$ cat config.mk
export PLATFORM = sky130hd
export DESIGN_NAME = ck_rst_seq_flat
export DESIGN_NICKNAME = d
export VERILOG_FILES = /design/src/rtl/ck_rst_seq_if.sv /design/src/rtl/ck_rst_seq.sv /design/src/flat_wrapper.sv
export SDC_FILE = /design/constraint.sdc
export NUM_CORES = 1
export LEC_CHECK = 0
export CAP_MARGIN = 40
export CORE_MARGIN = 8
export CORE_UTILIZATION = 45
export DETAILED_ROUTE_END_ITERATION = 16
export MAX_ROUTING_LAYER = met4
export PLACE_DENSITY = 0.66
export SETUP_SLACK_MARGIN = 0.1
export SLEW_MARGIN = 20
export SYNTH_ARGS = -nofsm -noshare
export SYNTH_HDL_FRONTEND = slang
export SYNTH_SLANG_ARGS = --single-unit
$ cat constraint.sdc
create_clock -name clk -period 2.2 [get_ports clk]
set_input_delay 0.22 -clock clk [delete_from_list [all_inputs] [get_ports clk]]
set_output_delay 0.22 -clock clk [all_outputs]
set_load 0.01 [all_outputs]
$ cat src/rtl/ck_rst_seq_if.sv
// ck_rst_seq_if: sequencer control/status bundle; master drives requests, slave is the sequencer.
interface ck_rst_seq_if #(
    parameter int NUM_RST   = 3,
    parameter int DIV_WIDTH = 8
);
    logic                 sw_rst_req;
    logic [DIV_WIDTH-1:0] div_val;
    logic [NUM_RST-1:0]   rst_n_out;
    logic                 rst_done;
    logic                 ck_en;
    modport master (output sw_rst_req, div_val, input rst_n_out, rst_done, ck_en);
    modport slave  (input sw_rst_req, div_val, output rst_n_out, rst_done, ck_en);
endinterface

$ cat src/rtl/ck_rst_seq.sv
// ck_rst_seq: synchronises board reset, releases staggered reset domains, then runs a clock-enable divider.
module ck_rst_seq #(
    parameter int NUM_RST     = 3,
    parameter int SYNC_STAGES = 2,
    parameter int HOLD_CYCLES = 4,
    parameter int STAGGER     = 2,
    parameter int DIV_WIDTH   = 8
) (
    input  logic          clk,
    input  logic          reset,
    ck_rst_seq_if.slave   bus
);
    localparam int HW = $clog2(HOLD_CYCLES) + 1;
    localparam int SW = $clog2(STAGGER + 1) + 1;
    localparam logic [HW-1:0] HOLD_LAST = HW'(HOLD_CYCLES - 1);
    localparam logic [SW-1:0] STAG_LAST = SW'(STAGGER - 1);
    localparam bit FAST = (STAGGER == 0) || (NUM_RST == 1);

    typedef enum logic [1:0] {HOLD, RELEASE, RUN} state_t;

    state_t               state, state_d;
    logic [SYNC_STAGES-1:0] sync;
    logic [HW-1:0]        hold_cnt, hold_d;
    logic [SW-1:0]        stag_cnt, stag_d;
    logic [NUM_RST-1:0]   rst_q, rst_d, rst_sh;
    logic [NUM_RST:0]     rst_ext;
    logic [DIV_WIDTH-1:0] div_cnt, div_cnt_d, div_lat, div_lat_d;
    logic                 ck_q, ck_d;
    logic                 rst_sync;

    assign rst_sync = sync[SYNC_STAGES-1];
    assign rst_ext  = {rst_q, 1'b1};
    assign rst_sh   = rst_ext[NUM_RST-1:0];

    always_ff @(posedge clk or negedge reset)
        if (!reset) begin
            sync     <= '0;
            state    <= HOLD;
            hold_cnt <= '0;
            stag_cnt <= '0;
            rst_q    <= '0;
            div_cnt  <= '0;
            div_lat  <= '0;
            ck_q     <= 1'b0;
        end else begin
            sync     <= {sync[SYNC_STAGES-2:0], 1'b1};
            state    <= state_d;
            hold_cnt <= hold_d;
            stag_cnt <= stag_d;
            rst_q    <= rst_d;
            div_cnt  <= div_cnt_d;
            div_lat  <= div_lat_d;
            ck_q     <= ck_d;
        end

    // Software request overrides every state; the divider latches its period on RUN entry and each wrap.
    always_comb begin
        state_d   = state;
        hold_d    = hold_cnt;
        stag_d    = stag_cnt;
        rst_d     = rst_q;
        div_cnt_d = div_cnt;
        div_lat_d = div_lat;
        ck_d      = 1'b0;
        if (bus.sw_rst_req) begin
            state_d   = HOLD;
            hold_d    = '0;
            stag_d    = '0;
            rst_d     = '0;
            div_cnt_d = '0;
        end else begin
            case (state)
                HOLD:
                    if (rst_sync) begin
                        if (hold_cnt == HOLD_LAST) begin
                            hold_d    = '0;
                            rst_d     = FAST ? '1 : NUM_RST'(1);
                            state_d   = FAST ? RUN : RELEASE;
                            div_cnt_d = '0;
                            div_lat_d = bus.div_val;
                        end else
                            hold_d = hold_cnt + HW'(1);
                    end
                RELEASE:
                    if (stag_cnt == STAG_LAST) begin
                        stag_d = '0;
                        rst_d  = rst_sh;
                        if (&rst_sh) begin
                            state_d   = RUN;
                            div_cnt_d = '0;
                            div_lat_d = bus.div_val;
                        end
                    end else
                        stag_d = stag_cnt + SW'(1);
                RUN:
                    if (div_cnt == div_lat) begin
                        div_cnt_d = '0;
                        div_lat_d = bus.div_val;
                        ck_d      = 1'b1;
                    end else
                        div_cnt_d = div_cnt + DIV_WIDTH'(1);
                default: state_d = HOLD;
            endcase
        end
    end

    always_comb begin
        bus.rst_n_out = rst_q;
        bus.rst_done  = state == RUN;
        bus.ck_en     = ck_q;
    end
endmodule

$ cat src/flat_wrapper.sv
// flat-port wrapper written by rule: the top's interface ports become plain ports
module ck_rst_seq_flat 
#(
    parameter int NUM_RST     = 3,
    parameter int SYNC_STAGES = 2,
    parameter int HOLD_CYCLES = 4,
    parameter int STAGGER     = 2,
    parameter int DIV_WIDTH   = 8
)
  (clk, reset, bus_sw_rst_req, bus_div_val, bus_rst_n_out, bus_rst_done, bus_ck_en);
  ck_rst_seq_if #(.NUM_RST(NUM_RST), .DIV_WIDTH(DIV_WIDTH)) bus_i ();
  input  logic clk;
  input  logic reset;
  input wire logic [$bits(bus_i.sw_rst_req)-1:0] bus_sw_rst_req;
  input wire logic [$bits(bus_i.div_val)-1:0] bus_div_val;
  output wire logic [$bits(bus_i.rst_n_out)-1:0] bus_rst_n_out;
  output wire logic [$bits(bus_i.rst_done)-1:0] bus_rst_done;
  output wire logic [$bits(bus_i.ck_en)-1:0] bus_ck_en;
  assign bus_i.sw_rst_req = bus_sw_rst_req;
  assign bus_i.div_val = bus_div_val;
  assign bus_rst_n_out = bus_i.rst_n_out;
  assign bus_rst_done = bus_i.rst_done;
  assign bus_ck_en = bus_i.ck_en;
  ck_rst_seq #(.NUM_RST(NUM_RST), .SYNC_STAGES(SYNC_STAGES), .HOLD_CYCLES(HOLD_CYCLES), .STAGGER(STAGGER), .DIV_WIDTH(DIV_WIDTH)) u_core (.clk(clk), .reset(reset), .bus(bus_i));
endmodule
==> results.md <==
* CTS tree: yes
* GRT Util Overall at 13.2%
* Routed Antenna Nets at 0
* Synth warnings at 0
* Fin crit share at 90.5%
* Initial DRC Count at 68
* Clock Path Buffers at 2
* Setup TNS at 0 ps
* FF-to-FF Start: u_core.state[0]
* Die Height at 75 um
* Clk root buf: clkbuf_4
* Synth area leaders: dfrtp_1 48%, mux2_2 6.5%, ha_1 5.6%, xor2_1 5.0%, nand2_1 3.8%
* P per Cell Area at 899 nW/um2
* Flops & latches, synth at 30
* Fin. Hold Viols at 0
* RSZ-0062 raised after global routing: no
* CP Launch Point: u_core.state[0]
* CTS Sinks at 30
* Drt first pass iters at 4
* Status: finished clean
* Crit-path max FO at 7
* Top cell type's share of synthesized area at 47.9%
* DR WL/cell at 14.2 um
* CP Launch Type: register
* DRC at 0
* Clock slew at reported path FFs at 100 ps
* Post-DP HPWL at 2.17 mm
* EDFF count, synth at 0
* Maxcap violations at 0
* Largest net degree at the start of global routing at 31
* Number of global-route vias before repair at 1191
* Placer Congestion at 0.785
* Nets at 191
* Crit path kind: register to output pin
* Storage cell area at 751 um2
* Most common flop cell mapped by yosys: dfrtp_1
* Routed wire length at 3.12 mm
* Worst Reg-to-Reg Cells at 7
* Worst Path Arrival at 1770 ps
* Leakage at 0.834 nW
* Multi-input gate area at 796 um2
* # rows at 21
* Number of antenna diodes at 0
* Initial Util at 46.9%
* Vias per inst at 5.28
* Mapped Avg Cell Area at 10.6 um2
* R2r endpoint: u_core.div_lat[7]
* Die area at 5630 um2
* Initial antenna violation count at 0
* CP endpoint: bus_rst_done
* Placement Cell Area at 1800 um2
* Worst Max-Slew Pin Slew at 687 ps
* Final setup viols at 0
* Area of the core at 3340 um2
* Post-route minimum period at 1990 ps
* Share of layout cells above drive strength 1 at 17.8%
* CTS H-tree depth at 2
* Crit path required time at 1980 ps
* Cell area after synthesis at 1570 um2
* Num ports at 16
* Maximum VDD drop at 0.418 mV
* P&R area growth vs syn at 20.6%
* Mapped Cells at 148
* Die W at 75 um
* Global-route wire length before repair at 5.51 mm
* Clock skew at 7.47 ps
* Post-Syn Nets at 166
* Finished Cell Area at 1890 um2
* GRT overflow at 0
* Number of fill cells in the layout at 320
* Fin util at 56.6%
* Synth top cells by count: 30 x dfrtp_1, 16 x nand2_1, 11 x nor2_1
* Via count at 1161
* Slew Viols, Final at 0
* Slew HR at 54.0%
* Yosys cell types at 37
* R2R setup slack at 230 ps
* Hold Path Class: input pin to asynchronous set/reset pin
* Num CTS Buffers at 5
* Synth async-reset ratio at 100%
* Largest area contributor in the netlist: dfrtp_1
* Input/output buffers at 15
* Seq/Total Area, Yosys at 47.9%
* FMAX at 502 MHz
* WHS at 267 ps
* Clock insertion delay at the later pin of the skew report at 330 ps
* Critical Path End Type: output pin
* Most common cell in the netlist: dfrtp_1
* Pre-CTS WS at 191 ps
* Slack of the critical path at 209 ps
[kinds of logic (layout without fill, tap and decap cells)]
group | count (synthesis) | after routing | synth area share (%)
AOI/OAI and AO/OA | 25 | 25 | 10.9
xor gates and xnor gates | 10 | 10 | 5.59
DFF | 30 | 30 | 47.9
other | 1 | 1 | 0.239
adders and majority gates | 7 | 7 | 5.59
muxes | 11 | 11 | 7.75
and+or+nand+nor | 55 | 55 | 19.9
buffers and inverters | 9 | 35 | 2.16
[metrics by stage]
step | power, mW | cells
after floorplan | 1.18 | 148
after global placement | 1.32 | 210
after detailed placement | 1.35 | 210
after CTS | 1.69 | 218
after global routing | 1.83 | 220
final | 1.70 | 220
[sequential cells by signal, summed over array words and instances (netlist names)]
register              flops
u_core.sync               2
u_core.bus.rst_n_out      3
u_core.stag_cnt           3
u_core.hold_cnt           3
u_core.div_cnt            8
u_core.bus.ck_en          1
u_core.state              2
u_core.div_lat            8
[worst min path at each step]
stage                   start                to  slack, ps  depth (start not counted)
5_1_grt                 reset    u_core.sync[0]        280                          2
6_report                reset    u_core.sync[1]        270                          2
2_1_floorplan           reset  u_core.bus.ck_en        -80                          0
4_1_cts                 reset    u_core.sync[0]        270                          2
3_3_place_gp   u_core.sync[0]    u_core.sync[1]        340                          0
3_5_place_dp   u_core.sync[0]    u_core.sync[1]        340                          0
[cell type report]
cell class | count | share of cell area [%]
Tap cell | 46 | 3.05
Multi-Input combinational cell | 109 | 42.1
Inverter | 5 | 0.993
Clock inverter | 1 | 0.265
Timing Repair Buffer | 22 | 10.9
Sequential cell | 30 | 39.7
Clock buffer | 7 | 2.91
[layout by cell type (no fill, tap or decap), drive strengths merged, types with 3 or more instances in the layout]
master / count
dfrtp: 30
inv: 5
nand3: 8
nor2: 11
buf: 7
nand2: 16
nor3b: 3
a31oi: 3
ha: 7
clkbuf: 7
nor4: 3
xor2: 9
nand3b: 4
clkdlybuf4s50: 15
mux2: 9
a21oi: 9
[power breakdown]
| part | internal (mW) | leakage [nW] | switching, mW |
|---|---|---|---|
| Combinational | 0.302 | 0.402 | 0.323 |
| Sequential | 0.656 | 0.397 | 0.0770 |
| Clock | 0.155 | 0.0353 | 0.186 |
| Total | 1.11 | 0.834 | 0.587 |
[per-layer routing]
metal / vias up / part of all wire [%] / global-route usage, % / routed length [um]
met1: 558 / 45 / 15.2 / 1400
met4: 0 / 2.1 / 5.22 / 65
met5: - / 0 / - / 0
met3: 7 / 3.9 / 4.66 / 121
met2: 19 / 49 / 20.5 / 1530
li1: 577 / - / - / -
[critical path, stage by stage, from the launching register on]
cell and delay, ps:
dfrtp_1 420, inv_1 120, ha_1 310, clkdlybuf4s50_1 590
[repair_timing]
item / in CTS / in global routing
gates resized for setup: 0 / 3
buffers inserted: 0 / 2
setup endpoints to repair: 0 / 8
hold buffers: 0 / 0
No activity file was read; power rests on OpenSTA's default activity.
==> edit, RTL diff (config.mk and constraints unchanged) <==
`STAGGER` is set to 2 in 2 places; all go to 4.
--- a/src/rtl/ck_rst_seq.sv
+++ b/src/rtl/ck_rst_seq.sv
@@ -4,5 +4,5 @@
     parameter int SYNC_STAGES = 2,
     parameter int HOLD_CYCLES = 4,
-    parameter int STAGGER     = 2,
+    parameter int STAGGER     = 4,
     parameter int DIV_WIDTH   = 8
 ) (
--- a/src/flat_wrapper.sv
+++ b/src/flat_wrapper.sv
@@ -5,5 +5,5 @@
     parameter int SYNC_STAGES = 2,
     parameter int HOLD_CYCLES = 4,
-    parameter int STAGGER     = 2,
+    parameter int STAGGER     = 4,
     parameter int DIV_WIDTH   = 8
 )
Function: changed (a bounded check fails within 10 cycles, from zero or initial values and one cycle with reset low).
==> edit against the unedited design <==
Critical path depth grew 3. Design area grew 4.0%. Non-clock buffer count shrank 2. Routed wire length grew 0.32%. Sequential cell count grew 1. Area after synthesis grew 6.6%. Synthesized cell count grew 2.7%. Power shrank 1.8%. Worst setup slack gained 0.0096 ns. Critical endpoint is now u_core.div_lat[7]$_DFFE_PN0P_. Largest cell class unchanged.
==> edit: results (changes against the unedited design) <==
Synth
  • Dominant cells by area after synthesis: dfrtp_1 46%, mux2_4 7.2%, ha_1 6.0%, xor2_1 4.7%, nand2_1 2.9% (was dfrtp_1 48%, mux2_2 6.5%, ha_1 5.6%, xor2_1 5.0%, nand2_1 3.8%)
  • Mapped Nets: 171 (was 166)
  • Synth Area in Compound Gates: 0.129 (was 0.109)
  • Synth top cells by count: 31 x dfrtp_1, 13 x nand2_1, 9 x xor2_1 (was 30 x dfrtp_1, 16 x nand2_1, 11 x nor2_1)
  • Sequential share of the synthesized area: 0.464 (was 0.479)
  • Post-Synth XOR/XNOR Area: 0.0472 (was 0.0559)

Final layout
  • Regs by FF count: u_core.div_cnt: 8 flops, u_core.div_lat: 8 flops, u_core.stag_cnt: 4 flops (was u_core.div_cnt: 8 flops, u_core.div_lat: 8 flops)
  • Layout cells sized above 1: 0.163 (was 0.178)
  • Net count, final: 192 (was 191)
  • Filler instances: 329 (was 320)

Global route
  • Gr usage total: 0.119 (was 0.132)
  • Met3 Track Usage GR: 0.0431 (was 0.0466)
  • Vias in the first global route: 1187 (was 1191)
  • Largest net degree at the start of global routing: 32 (was 31)
  • Met1 usage: 0.153 (was 0.152)

Clock network
  • Clk pin slew, worst setup/hold paths: 0.06 ns (was 0.10 ns)
  • Clock Latency Late Sink: 0.28 ns (was 0.33 ns)

Critical path
  • CP max FO: 8 (was 7)
  • WP data arrival: 2.14 ns (was 1.77 ns)
  • Max incr delay on CP: 0.39 ns (was 0.59 ns)
  • Crit path max-delay family: simple AND/OR/NAND/NOR gates (was buffers and inverters)

Placed design
  • Hpwl dp: 2.27 mm (was 2.17 mm)
  • RePlAce Congestion: 0.832 (was 0.785)
  • Cell Area, Placed: 1880 µm² (was 1800 µm²)

Routing
  • Drt via density: 5.33 (was 5.28)

Run status
  • Outcome: complete, no violations (unchanged)

STA
  • Layout Skew: 0.00255 ns (was 0.00747 ns)

Pwr
  • Pleak: 0.000897 µW (was 0.000834 µW)
==> edit: power by group <==
group          internal [µW]  switching, µW
combinational            289            245
sequential               668           76.5
clock                    210            181
total                   1170            502
==> edit: worst paths after layout <==
kind                            slack, ns  depth (start not counted)                            end                            from
worst max-delay path                 0.22                          6  u_core.div_lat[7]$_DFFE_PN0P_  u_core.stag_cnt[0]$_DFFE_PN0P_
worst min-delay path                 0.32                          2       u_core.sync[1]$_DFF_PN0_                           reset
worst max register to register       0.22                          6  u_core.div_lat[7]$_DFFE_PN0P_  u_core.stag_cnt[0]$_DFFE_PN0P_
worst min register to register       0.35                          0       u_core.sync[1]$_DFF_PN0_        u_core.sync[0]$_DFF_PN0_
max in group asynchronous            1.58                          2  u_core.div_cnt[0]$_DFFE_PN0P_                           reset
min in group clk                     0.35                          0       u_core.sync[1]$_DFF_PN0_        u_core.sync[0]$_DFF_PN0_
==> edit: cells by family (layout without fill, tap and decap cells) <==
kind of cell    Yosys count  in the layout
fa+ha+maj                 8              8
buf+inv                  13             33
other cells               1              1
mux                      11             11
flops                    31             31
xor+xnor                  9              9
simple gates             48             48
compound gates           31             31
==> edit: layout make-up <==
cell class	count	share of cell area
Multi-Input combinational cell	108	0.429
Sequential cell	31	0.395
Timing Repair Buffer	20	0.0955
Clock buffer	6	0.0369
Tap cell	48	0.0306
Inverter	7	0.0134
==> edit: layer usage <==
| metal | vias up | part of all wire | routed length (µm) |
|---|---|---|---|
| li1 | 581 | - | - |
| met4 | 0 | 0.017 | 52 |
| met3 | 6 | 0.038 | 120 |
| met5 | - | 0 | 0 |
| met2 | 20 | 0.44 | 1380 |
| met1 | 565 | 0.50 | 1580 |
==> edit: stage by stage <==
step,total power (µW),setup slack [ns],instances,util,hold slack (ns)
finish,1670,0.219,220,0.545,0.324
global placement,1260,0.168,214,0.521,0.340
detailed placement,1270,0.0971,214,0.521,0.338
floorplan,1150,0.373,152,-,-0.0756
global route,1780,0.0968,220,0.545,0.371
CTS,1680,0.143,220,0.541,0.339
==> edit: worst reg2reg max path: stages (launching register included) <==
cell and delay (ns):
dfrtp_1 0.39, ha_1 0.20, or3b_1 0.37, o21ai_0 0.16, nand3_1 0.10, a21o_2 0.31, mux2_4 0.33
